<file path="src/rtl/cp0_irq_ctrl_pkg.sv">
// Shared definitions for the CP0 exception/interrupt controller:
// register select codes, register bit positions and the EPC stack entry layout.
package cp0_irq_ctrl_pkg;

    localparam int XLEN = 32;

    typedef enum logic [1:0] {
        CP0_SEL_STATUS = 2'd0,
        CP0_SEL_CAUSE  = 2'd1,
        CP0_SEL_EPC    = 2'd2,
        CP0_SEL_DEPTH  = 2'd3
    } cp0_sel_e;

    localparam int STATUS_IE_BIT   = 0;
    localparam int STATUS_MASK_LSB = 16;
    localparam int CAUSE_PRIO_LSB  = 24;
    localparam int CAUSE_ERR_BIT   = 31;

    typedef struct packed {
        logic [XLEN-1:0] epc;
        logic [3:0]      prio;
    } stack_entry_t;

    // Handler entry point for a source: one fixed-size slot per source above the base.
    function automatic logic [XLEN-1:0] vec_addr(input logic [XLEN-1:0] base,
                                                 input int              shift,
                                                 input logic [3:0]      id);
        return base + (XLEN'(id) << shift);
    endfunction

endpackage

</file>
<file path="src/rtl/cp0_irq_ctrl_if.sv">
// Core-side bus of the CP0 controller: PC-select outputs, eret/block controls
// and the mtc0/mfc0 register port.
interface cp0_irq_ctrl_if;
    import cp0_irq_ctrl_pkg::*;

    logic            exp_block;
    logic            eret_i;
    logic [XLEN-1:0] pc_next_i;
    logic            cp0_we;
    cp0_sel_e        cp0_sel;
    logic [XLEN-1:0] cp0_wdata;
    logic [XLEN-1:0] cp0_rdata;
    logic            exc_take;
    logic            exc_eret;
    logic [3:0]      exc_id;
    logic [XLEN-1:0] target_pc;

    modport master (
        output exp_block, eret_i, pc_next_i, cp0_we, cp0_sel, cp0_wdata,
        input  cp0_rdata, exc_take, exc_eret, exc_id, target_pc
    );

    modport slave (
        input  exp_block, eret_i, pc_next_i, cp0_we, cp0_sel, cp0_wdata,
        output cp0_rdata, exc_take, exc_eret, exc_id, target_pc
    );

endinterface

</file>
<file path="src/rtl/cp0_irq_ctrl_prio_enc.sv">
// Fixed-priority encoder: reports the highest set request index.
module cp0_prio_enc #(
    parameter int NUM_SRC = 8
) (
    input  logic [NUM_SRC-1:0] req,
    output logic               valid,
    output logic [3:0]         id
);

    // NOTE: combinational blocks use blocking assignments with defaults first, so later
    // loop iterations override earlier ones and no latch is inferred.
    always_comb begin
        valid = 1'b0;
        id    = 4'd0;
        for (int i = 0; i < NUM_SRC; i++) begin
            if (req[i]) begin
                valid = 1'b1;
                id    = 4'(i);
            end
        end
    end

endmodule

</file>
<file path="src/rtl/cp0_irq_ctrl.sv">
// CP0 exception/interrupt controller: edge-latched sources, mask, fixed priority,
// vectored entry and nested exceptions backed by an EPC/priority stack.
module cp0_irq_ctrl
    import cp0_irq_ctrl_pkg::*;
#(
    parameter int              NUM_SRC    = 8,
    parameter int              NEST_DEPTH = 4,
    parameter logic [XLEN-1:0] VEC_BASE   = 32'h0000_0800,
    parameter int              VEC_SHIFT  = 4
) (
    input  logic               clk,
    input  logic               rst,
    input  logic [NUM_SRC-1:0] src_i,
    cp0_irq_ctrl_if.slave      bus,
    output logic [3:0]         depth_o,
    output logic               err_o
);

    localparam int IDX_W = (NEST_DEPTH > 1) ? $clog2(NEST_DEPTH) : 1;

    logic [NUM_SRC-1:0] src_prev;
    logic [NUM_SRC-1:0] pending;
    logic [NUM_SRC-1:0] pending_next;
    logic [NUM_SRC-1:0] mask;
    logic [NUM_SRC-1:0] eligible;
    logic               ie;
    logic               err;
    logic [3:0]         depth;
    logic [3:0]         cur_prio;
    stack_entry_t       stack [NEST_DEPTH];

    logic               win_valid;
    logic [3:0]         win_id;
    logic [IDX_W-1:0]   top_idx;
    logic [IDX_W-1:0]   push_idx;
    logic               at_zero;
    logic               stack_full;
    logic               win_higher;
    logic               take;
    logic               full_block;
    logic               eret_ok;
    logic               eret_bad;
    logic               wr_status;
    logic               wr_cause;
    logic               wr_epc;

    assign eligible = pending & mask & {NUM_SRC{ie}};

    cp0_prio_enc #(.NUM_SRC(NUM_SRC)) u_prio_enc (
        .req   (eligible),
        .valid (win_valid),
        .id    (win_id)
    );

    assign at_zero    = (depth == 4'd0);
    assign stack_full = (depth == 4'(NEST_DEPTH));
    assign top_idx    = IDX_W'(depth - 4'd1);
    assign push_idx   = IDX_W'(depth);

    // At depth 0 nothing is running, so any winner outranks the (virtual) -1 priority.
    assign win_higher = win_valid && (at_zero || (win_id > cur_prio));
    assign take       = win_higher && !stack_full && !bus.exp_block && !bus.eret_i;
    assign full_block = win_higher &&  stack_full && !bus.exp_block && !bus.eret_i;
    assign eret_ok    = bus.eret_i && !at_zero;
    assign eret_bad   = bus.eret_i &&  at_zero;

    assign wr_status = bus.cp0_we && (bus.cp0_sel == CP0_SEL_STATUS);
    assign wr_cause  = bus.cp0_we && (bus.cp0_sel == CP0_SEL_CAUSE);
    assign wr_epc    = bus.cp0_we && (bus.cp0_sel == CP0_SEL_EPC);

    // Write-1-clear and take-clear first, new rising edges last so a fresh request is never lost.
    always_comb begin
        pending_next = pending;
        if (wr_cause) begin
            pending_next = pending_next & ~bus.cp0_wdata[NUM_SRC-1:0];
        end
        if (take) begin
            pending_next = pending_next & ~(NUM_SRC'(1) << win_id);
        end
        pending_next = pending_next | (src_i & ~src_prev);
    end

    // NOTE: sequential state uses non-blocking assignments only, so every register samples
    // pre-edge values regardless of statement order.
    always_ff @(posedge clk) begin
        if (rst) begin
            src_prev <= '0;
            pending  <= '0;
            mask     <= '0;
            ie       <= 1'b0;
            err      <= 1'b0;
            depth    <= 4'd0;
            cur_prio <= 4'd0;
            // NOTE: the stack is a small register file that must read clean after reset,
            // so it is reset explicitly rather than left as uninitialised memory.
            for (int i = 0; i < NEST_DEPTH; i++) begin
                stack[i] <= '0;
            end
        end else begin
            src_prev <= src_i;
            pending  <= pending_next;

            if (wr_status) begin
                ie   <= bus.cp0_wdata[STATUS_IE_BIT];
                mask <= bus.cp0_wdata[STATUS_MASK_LSB +: NUM_SRC];
            end

            if (eret_bad || full_block) begin
                err <= 1'b1;
            end else if (wr_cause && bus.cp0_wdata[CAUSE_ERR_BIT]) begin
                err <= 1'b0;
            end

            // An EPC write touches the current top; a take pushes one slot above it.
            if (wr_epc && !at_zero) begin
                stack[top_idx].epc <= bus.cp0_wdata;
            end

            if (take) begin
                stack[push_idx] <= '{epc: bus.pc_next_i, prio: cur_prio};
                cur_prio        <= win_id;
                depth           <= depth + 4'd1;
            end else if (eret_ok) begin
                cur_prio <= stack[top_idx].prio;
                depth    <= depth - 4'd1;
            end
        end
    end

    assign bus.exc_take  = take;
    assign bus.exc_eret  = eret_ok;
    assign bus.exc_id    = win_id;
    assign bus.target_pc = take    ? vec_addr(VEC_BASE, VEC_SHIFT, win_id) :
                           eret_ok ? stack[top_idx].epc :
                                     bus.pc_next_i;

    always_comb begin
        bus.cp0_rdata = '0;
        unique case (bus.cp0_sel)
            CP0_SEL_STATUS: begin
                bus.cp0_rdata[STATUS_IE_BIT]               = ie;
                bus.cp0_rdata[STATUS_MASK_LSB +: NUM_SRC] = mask;
            end
            CP0_SEL_CAUSE: begin
                bus.cp0_rdata[NUM_SRC-1:0]           = pending;
                bus.cp0_rdata[CAUSE_PRIO_LSB +: 4]   = at_zero ? 4'd0 : cur_prio;
                bus.cp0_rdata[CAUSE_ERR_BIT]         = err;
            end
            CP0_SEL_EPC:   bus.cp0_rdata = at_zero ? '0 : stack[top_idx].epc;
            CP0_SEL_DEPTH: bus.cp0_rdata = {28'd0, depth};
        endcase
    end

    assign depth_o = depth;
    assign err_o   = err;

endmodule

</file>
<file path="src/flat_wrapper.sv">
// flat-port wrapper written by rule: the top's interface ports become plain ports
module cp0_irq_ctrl_flat import cp0_irq_ctrl_pkg::*;
#(
    parameter int              NUM_SRC    = 8,
    parameter int              NEST_DEPTH = 4,
    parameter logic [XLEN-1:0] VEC_BASE   = 32'h0000_0800,
    parameter int              VEC_SHIFT  = 4
)
  (clk, rst, src_i, depth_o, err_o, bus_exp_block, bus_eret_i, bus_pc_next_i, bus_cp0_we, bus_cp0_sel, bus_cp0_wdata, bus_cp0_rdata, bus_exc_take, bus_exc_eret, bus_exc_id, bus_target_pc);
  cp0_irq_ctrl_if bus_i ();
  input  logic clk;
  input  logic rst;
  input  logic [NUM_SRC-1:0] src_i;
  output logic [3:0] depth_o;
  output logic err_o;
  input wire logic [$bits(bus_i.exp_block)-1:0] bus_exp_block;
  input wire logic [$bits(bus_i.eret_i)-1:0] bus_eret_i;
  input wire logic [$bits(bus_i.pc_next_i)-1:0] bus_pc_next_i;
  input wire logic [$bits(bus_i.cp0_we)-1:0] bus_cp0_we;
  input wire logic [$bits(bus_i.cp0_sel)-1:0] bus_cp0_sel;
  input wire logic [$bits(bus_i.cp0_wdata)-1:0] bus_cp0_wdata;
  output wire logic [$bits(bus_i.cp0_rdata)-1:0] bus_cp0_rdata;
  output wire logic [$bits(bus_i.exc_take)-1:0] bus_exc_take;
  output wire logic [$bits(bus_i.exc_eret)-1:0] bus_exc_eret;
  output wire logic [$bits(bus_i.exc_id)-1:0] bus_exc_id;
  output wire logic [$bits(bus_i.target_pc)-1:0] bus_target_pc;
  assign bus_i.exp_block = bus_exp_block;
  assign bus_i.eret_i = bus_eret_i;
  assign bus_i.pc_next_i = bus_pc_next_i;
  assign bus_i.cp0_we = bus_cp0_we;
  assign bus_i.cp0_sel = bus_cp0_sel;
  assign bus_i.cp0_wdata = bus_cp0_wdata;
  assign bus_cp0_rdata = bus_i.cp0_rdata;
  assign bus_exc_take = bus_i.exc_take;
  assign bus_exc_eret = bus_i.exc_eret;
  assign bus_exc_id = bus_i.exc_id;
  assign bus_target_pc = bus_i.target_pc;
  cp0_irq_ctrl #(.NUM_SRC(NUM_SRC), .NEST_DEPTH(NEST_DEPTH), .VEC_BASE(VEC_BASE), .VEC_SHIFT(VEC_SHIFT)) u_core (.clk(clk), .rst(rst), .src_i(src_i), .bus(bus_i), .depth_o(depth_o), .err_o(err_o));
endmodule
</file>
<file path="config.mk">
export PLATFORM = sky130hd
export DESIGN_NAME = cp0_irq_ctrl_flat
export DESIGN_NICKNAME = d
export VERILOG_FILES = /design/src/rtl/cp0_irq_ctrl_pkg.sv /design/src/rtl/cp0_irq_ctrl_if.sv /design/src/rtl/cp0_irq_ctrl_prio_enc.sv /design/src/rtl/cp0_irq_ctrl.sv /design/src/flat_wrapper.sv
export SDC_FILE = /design/constraint.sdc
export NUM_CORES = 1
export LEC_CHECK = 0
export CAP_MARGIN = 10
export CORE_MARGIN = 5
export CORE_UTILIZATION = 40
export CTS_BUF_LIST = sky130_fd_sc_hd__clkbuf_4 sky130_fd_sc_hd__clkbuf_8
export CTS_CLUSTER_SIZE = 28
export DETAILED_ROUTE_END_ITERATION = 10
export PLACE_DENSITY = 0.74
export SLEW_MARGIN = 20
export SYNTH_ARGS = -nofsm -noshare
export SYNTH_HDL_FRONTEND = slang
export SYNTH_SLANG_ARGS = --single-unit
</file>
<file path="constraint.sdc">
create_clock -name clk -period 11.1 [get_ports clk]
set_clock_uncertainty 0.2 [all_clocks]
set_input_delay 2.22 -clock clk [delete_from_list [all_inputs] [get_ports clk]]
set_output_delay 2.22 -clock clk [all_outputs]
set_load 0.02 [all_outputs]
</file>
==> results.json, run 1 <==
{
  "syn_area_per_cell_um2": 11.6,
  "synth-seq-area-share": 0.518,
  "worst-path-stages": 7,
  "drt_iter0_drc": 1001,
  "cts_root_buffer": "clkbuf_8",
  "worstSetupPathType": "input pin to output pin",
  "slew_headroom": 0.291,
  "final_common_cell": "clkdlybuf4s50_1",
  "cp_cell_sequence": "clkdlybuf4s50_1 > inv_1 > ha_1 > and2_1 > a22oi_1 > nor2b_1 > clkdlybuf4s50_1",
  "final_max_slew_viol_count": 0,
  "cts_tree": "done",
  "overflow": 0,
  "leakage_nw": 4.38,
  "hp-class": "flop to flop",
  "grt_pass1_wl_um": 44800,
  "maxCapViolCount": 0,
  "insertion_delay_ps": 480,
  "synth.distinct_cells": 56,
  "seq_area_um2": 5010,
  "arrival_ps": 5350,
  "ant_nets": 0,
  "fin_tns_setup_ps": 0,
  "synth-async-reset-ratio": 0,
  "grtUsageMet1": 0.298,
  "die_h_um": 165,
  "drc": 0,
  "slowest_stage": "and2_1",
  "finalSetupViolCount": 0,
  "p_total_mw": 2.30,
  "r2r-start": "u_core.ie",
  "multi_input_area_um2": 4140,
  "drt-vias-per-instance": 5.89,
  "finalWirelength_um": 29800,
  "start_kind": "input pin",
  "synthTopCellsByArea": "edfxtp_1 (45%), mux4_2 (8.4%), dfxtp_1 (7.1%)",
  "dieArea_um2": 27300,
  "vias": 7564,
  "start_util": 0.409,
  "rows": 56,
  "cts_sinks": 178,
  "r2r_cells": 11,
  "postCtsResizedCells": 0,
  "fillCellCount": 2074,
  "p_per_area_nw_per_um2": 195,
  "firstDrtPassIters": 7,
  "num_io_pins": 154,
  "syn-num-nets": 923,
  "timing.reg2reg.setup_slack_ps": 6030,
  "synth_warnings": 0,
  "cp-end-kind": "output pin",
  "cp-endpoint": "bus_cp0_rdata[31]",
  "worst_r2r_endpoint": "u_core.stack[3][12]",
  "grt_antenna_before_repair": 1,
  "fin_crit_ps": 7770,
  "tightestPinTransition_ps": 1060,
  "final_util": 0.500,
  "ir_worst_vdd_mv": 0.100,
  "max_freq_ghz": 0.129,
  "top_usage_layer": "met2",
  "yosysTopAreaCellShare": 0.448,
  "path_delay_family": "buffers and inverters",
  "crit_start": "bus_cp0_sel[0]",
  "fp.coreArea_um2": 23600,
  "synth_area_um2": 9650,
  "post_cts_buffers": 0,
  "synth-edff-count": 144,
  "cts_hold_buf": 0,
  "synth-seq-cells": 178,
  "synthCells": 833,
  "cts-buffers-inserted": 17,
  "hold_violations": 0,
  "status": "finished clean",
  "clk_pin_slew_ps": 90,
  "cp_num_buf_inv": 3,
  "place_ws_ps": 3380,
  "gr-usage-all-layers": 0.220,
  "htreeDepth": 4,
  "synth.largest_area_cell": "edfxtp_1",
  "use_met3": 0.0529,
  "ys.flop_type": "edfxtp_1",
  "wl_per_cell_um": 23.2,
  "globalplace.congestion": 0.854,
  "area_delta_synth_final_pct": 22.4,
  "met2_usage": 0.340,
  "slowest_delay_ps": 810,
  "grt_pass1_vias": 7602,
  "drive_above_1_share": 0.108,
  "layout.nets": 1043,
  "setup_ws_ps": 3330,
  "die_x_um": 165,
  "crit_fanout": 18,
  "crit_required_ps": 8680,
  "crit_path_frequent_cell": "clkdlybuf4s50_1",
  "io_buffers": 152,
  "timing.final.crit_share": 0.700,
  "grt_max_degree": 69,
  "place_hpwl_um": 19600,
  "cts_buffer_depth": 2,
  "final_cell_mix": "clkdlybuf4s50_1 (152), edfxtp_1 (144), nand2_1 (107)",
  "antenna_cells": 0,
  "rsz0062_at_grt": "false"
}
==> flip-flops by register name, indices dropped and copies added, names as in the netlist <==
name             cells
u_core.depth_o       4
u_core.stack       144
u_core.ie            1
u_core.cur_prio      4
u_core.mask          8
u_core.src_prev      8
u_core.err_o         1
u_core.pending       8
==> final cells by class <==
type                       instances  share of cell area
sequential                       178               0.424
tap                              319              0.0338
inverter                          54              0.0172
multi-input combinational        535               0.350
timing repair buffer             167               0.138
clock buffer                      19              0.0221
clock inverter                    13              0.0148
==> metal layers <==
metal	up-vias	part of all wire
met2	455	0.47
met3	56	0.11
met5	-	0.00023
met4	2	0.030
met1	3704	0.39
li1	3347	-
==> cells by family (layout without fill, tap and decap cells) <==
kind of cell | count (synthesis) | count (layout) | share of synthesized area
compound gates | 167 | 167 | 0.132
xor+xnor | 1 | 1 | 0.000907
fa+ha+maj | 11 | 11 | 0.0143
buf+inv | 120 | 253 | 0.0572
flops | 178 | 178 | 0.518
mux | 102 | 102 | 0.153
other cells | 1 | 1 | 0.000388
simple gates | 253 | 253 | 0.125
==> through the flow <==
step           area, um^2  hold WS [ps]  std cells
3_3_place_gp        11400           205       1253
5_1_grt             11800           241       1285
3_5_place_dp        11400           215       1253
4_1_cts             11800           232       1285
2_1_floorplan        9650           199        833
6_report            11800           229       1285
==> where the power goes <==
part / internal (mW) / total [mW] / switching [mW]
Clock: 0.239 / 0.486 / 0.247
Combinational: 0.429 / 0.967 / 0.539
Sequential: 0.771 / 0.847 / 0.0758
==> cell usage after synthesis (13+ instances only) <==
cell type / instances
clkbuf_1: 29
edfxtp_1: 144
a22oi_1: 13
buf_2: 24
a22o_1: 70
nand2_1: 107
mux2i_1: 64
inv_1: 54
o21ai_0: 25
a21oi_1: 17
and3_1: 14
dfxtp_1: 34
nand3_1: 46
mux4_2: 36
nor2_1: 30
==> worst min path at each step <==
stage | slack [ps] | cells past startpoint | from | end
global placement | 200 | 1 | u_core.src_prev[7] | u_core.pending[7]
global route | 240 | 1 | u_core.src_prev[7] | u_core.pending[7]
finish | 230 | 1 | u_core.src_prev[7] | u_core.pending[7]
floorplan | 200 | 1 | u_core.src_prev[7] | u_core.pending[7]
CTS | 230 | 1 | u_core.src_prev[7] | u_core.pending[7]
detailed placement | 210 | 1 | u_core.src_prev[7] | u_core.pending[7]
==> worst register-to-register path, stage by stage, from the launching register on <==
cell and delay [ps]:
dfxtp_1 470, inv_1 190, a21o_1 230, o21ai_0 770
ha_1 400, nand3_1 70, o21ai_0 150, o31ai_4 380
nand3_2 370, inv_1 310, a21o_1 290, a31o_2 850
Power figures use the tool's default switching activity.
==> run 2, diff against run 1 <==
--- a/config.mk
+++ b/config.mk
@@ -11,7 +11,7 @@
 export CTS_BUF_LIST = sky130_fd_sc_hd__clkbuf_4 sky130_fd_sc_hd__clkbuf_8
 export CTS_CLUSTER_SIZE = 28
 export DETAILED_ROUTE_END_ITERATION = 10
-export PLACE_DENSITY = 0.74
+export PLACE_DENSITY = 0.77
 export SLEW_MARGIN = 20
 export SYNTH_ARGS = -nofsm -noshare
 export SYNTH_HDL_FRONTEND = slang
==> constraint.sdc (replaced) <==
create_clock -name clk -period 6.8 [get_ports clk]
set_clock_uncertainty 0.2 [all_clocks]
set_input_delay 1.36 -clock clk [delete_from_list [all_inputs] [get_ports clk]]
set_output_delay 1.36 -clock clk [all_outputs]
set_load 0.02 [all_outputs]
==> run 2 against run 1 <==
Die area is the same. Clock power grew 54%. Combinational power grew 72%. Core utilization is essentially flat. Via count grew 0.53%. First-iteration DRC count grew 4.3%. Global-route usage grew 0.086 points. Clock-buffer cell count grew 2. Register-to-register slack lost 4400 ps. Critical path depth grew 5.
==> results.json, run 2 (same netlist as run 1, synthesis figures left out) <==
{
  "status": "finished clean",
  "overflow": 0,
  "p_total_mw": 3.72,
  "crit_required_ps": 5240,
  "fp.coreArea_um2": 23600,
  "multi_input_area_um2": 4140,
  "cp_cell_sequence": "inv_1 > a21o_1 > o21ai_0 > ha_1 > nand3_1 > o21ai_0 > o31ai_4 > nand3_2 > inv_1 > nand2_1 > nand3_1 > clkdlybuf4s50_1",
  "num_io_pins": 154,
  "arrival_ps": 4670,
  "cts_buffer_depth": 2,
  "insertion_delay_ps": 450,
  "fin_crit_ps": 6230,
  "cts_sinks": 178,
  "layout.nets": 1046,
  "fin_tns_setup_ps": 0,
  "r2r-start": "u_core.ie",
  "crit_start": "u_core.ie",
  "gr-usage-all-layers": 0.221,
  "worstHoldStart": "u_core.src_prev[7]",
  "r2r_cells": 11,
  "drc": 0,
  "start_kind": "flop",
  "p_per_area_nw_per_um2": 314,
  "largest_reg_flops": 144,
  "crit_fanout": 12,
  "wl_met3_um": 3150,
  "wl_per_cell_um": 23.6,
  "slowest_stage": "o21ai_0",
  "maxCapViolCount": 0,
  "die_x_um": 165,
  "final_common_cell": "clkdlybuf4s50_1",
  "seq_area_um2": 5010,
  "fillCellCount": 2043,
  "finalWirelength_um": 30400,
  "grt_antenna_before_repair": 1,
  "slowest_delay_ps": 710,
  "cts-buffers-inserted": 17,
  "rsz0062_at_grt": "false",
  "vias": 7604,
  "die_h_um": 165,
  "place_hpwl_um": 19800,
  "worst-path-stages": 12,
  "path_delay_family": "compound AO/OA/AOI/OAI gates",
  "slew_headroom": 0.267,
  "drt_iter0_drc": 1044,
  "max_freq_ghz": 0.161,
  "worst_r2r_endpoint": "u_core.stack[1][15]",
  "leakage_nw": 4.40,
  "timing.reg2reg.setup_slack_ps": 1670,
  "regMostFlops": "u_core.stack",
  "grt_max_degree": 69,
  "cp-end-kind": "output pin",
  "cts_tree": "done",
  "area_delta_synth_final_pct": 22.4,
  "met1_length_um": 12100,
  "dieArea_um2": 27300,
  "final_max_slew_viol_count": 0,
  "grt_pass1_vias": 7558,
  "cts_root_buffer": "clkbuf_8",
  "drive_above_1_share": 0.106,
  "postCtsResizedCells": 0,
  "globalplace.congestion": 0.861,
  "hold_violations": 0,
  "io_buffers": 152,
  "ir_worst_vdd_mv": 0.160,
  "grt_pass1_wl_um": 45400,
  "firstDrtPassIters": 7,
  "rows": 56,
  "tightestPinTransition_ps": 1100,
  "worst_hold_path.num_cells": 1,
  "timing.final.crit_share": 0.916,
  "antenna_cells": 0,
  "ant_nets": 0,
  "drt-vias-per-instance": 5.90,
  "top_layer": "met5",
  "cts_hold_buf": 0,
  "min_delay_worst_endpoint": "u_core.pending[7]",
  "htreeDepth": 4,
  "start_util": 0.409,
  "final_cell_mix": "clkdlybuf4s50_1 (152), edfxtp_1 (144), nand2_1 (107)",
  "clk_pin_slew_ps": 90,
  "worstSetupPathType": "flop to output pin",
  "cp_num_buf_inv": 3,
  "finalSetupViolCount": 0,
  "hp-class": "flop to flop",
  "post_cts_buffers": 0,
  "dr_wl_met2_um": 14600
}
[run 2: cell types whose count changed in the layout (fill, tap and decap cells not counted), moves of 2 or more]
cell / change
clkbuf_8: -2
buf_4: +2
inv_6: -3
clkinv_1: +2
clkbuf_4: +4
clkinv_2: +2
clkinv_4: -2
[run 2: layout make-up]
cell class              count  area share
multi-input cells         535       0.350
flip-flops and latches    178       0.424
clock buffers              21      0.0223
inverters                  54      0.0171
well taps                 319      0.0338
clock inverters            11      0.0116
repair buffers            170       0.141
[run 2: routing by layer]
metal	up-vias	track usage
met5	-	0
met4	2	0.0562
met3	43	0.0429
met2	475	0.366
met1	3736	0.300
li1	3348	-
[run 2: how the worst max path moves through the flow]
stage                   endpoint  slack [ps]
3_3_place_gp    bus_target_pc[5]        1270
5_1_grt         bus_target_pc[5]         380
2_1_floorplan  bus_target_pc[11]        2210
6_report        bus_target_pc[5]         570
3_5_place_dp    bus_target_pc[5]        1200
4_1_cts         bus_target_pc[5]         710
[run 2: where the power goes]
part / internal (mW) / leakage (nW) / switching (mW) / total [mW]
clock network: 0.377 / 0.206 / 0.372 / 0.748
logic: 0.707 / 2.42 / 0.949 / 1.66
registers: 1.26 / 1.77 / 0.0548 / 1.31
total: 2.34 / 4.40 / 1.38 / 3.72
[run 2: stage by stage]
stage               hold WS, ps  setup WS, ps   util  cells  area [um^2]
global route                255           377  0.501   1288        11800
finish                      211           570  0.501   1288        11800
detailed placement          208          1200  0.483   1256        11400
CTS                         215           712  0.500   1288        11800
global placement            204          1270  0.483   1256        11400
floorplan                   199          2210      -    833         9650
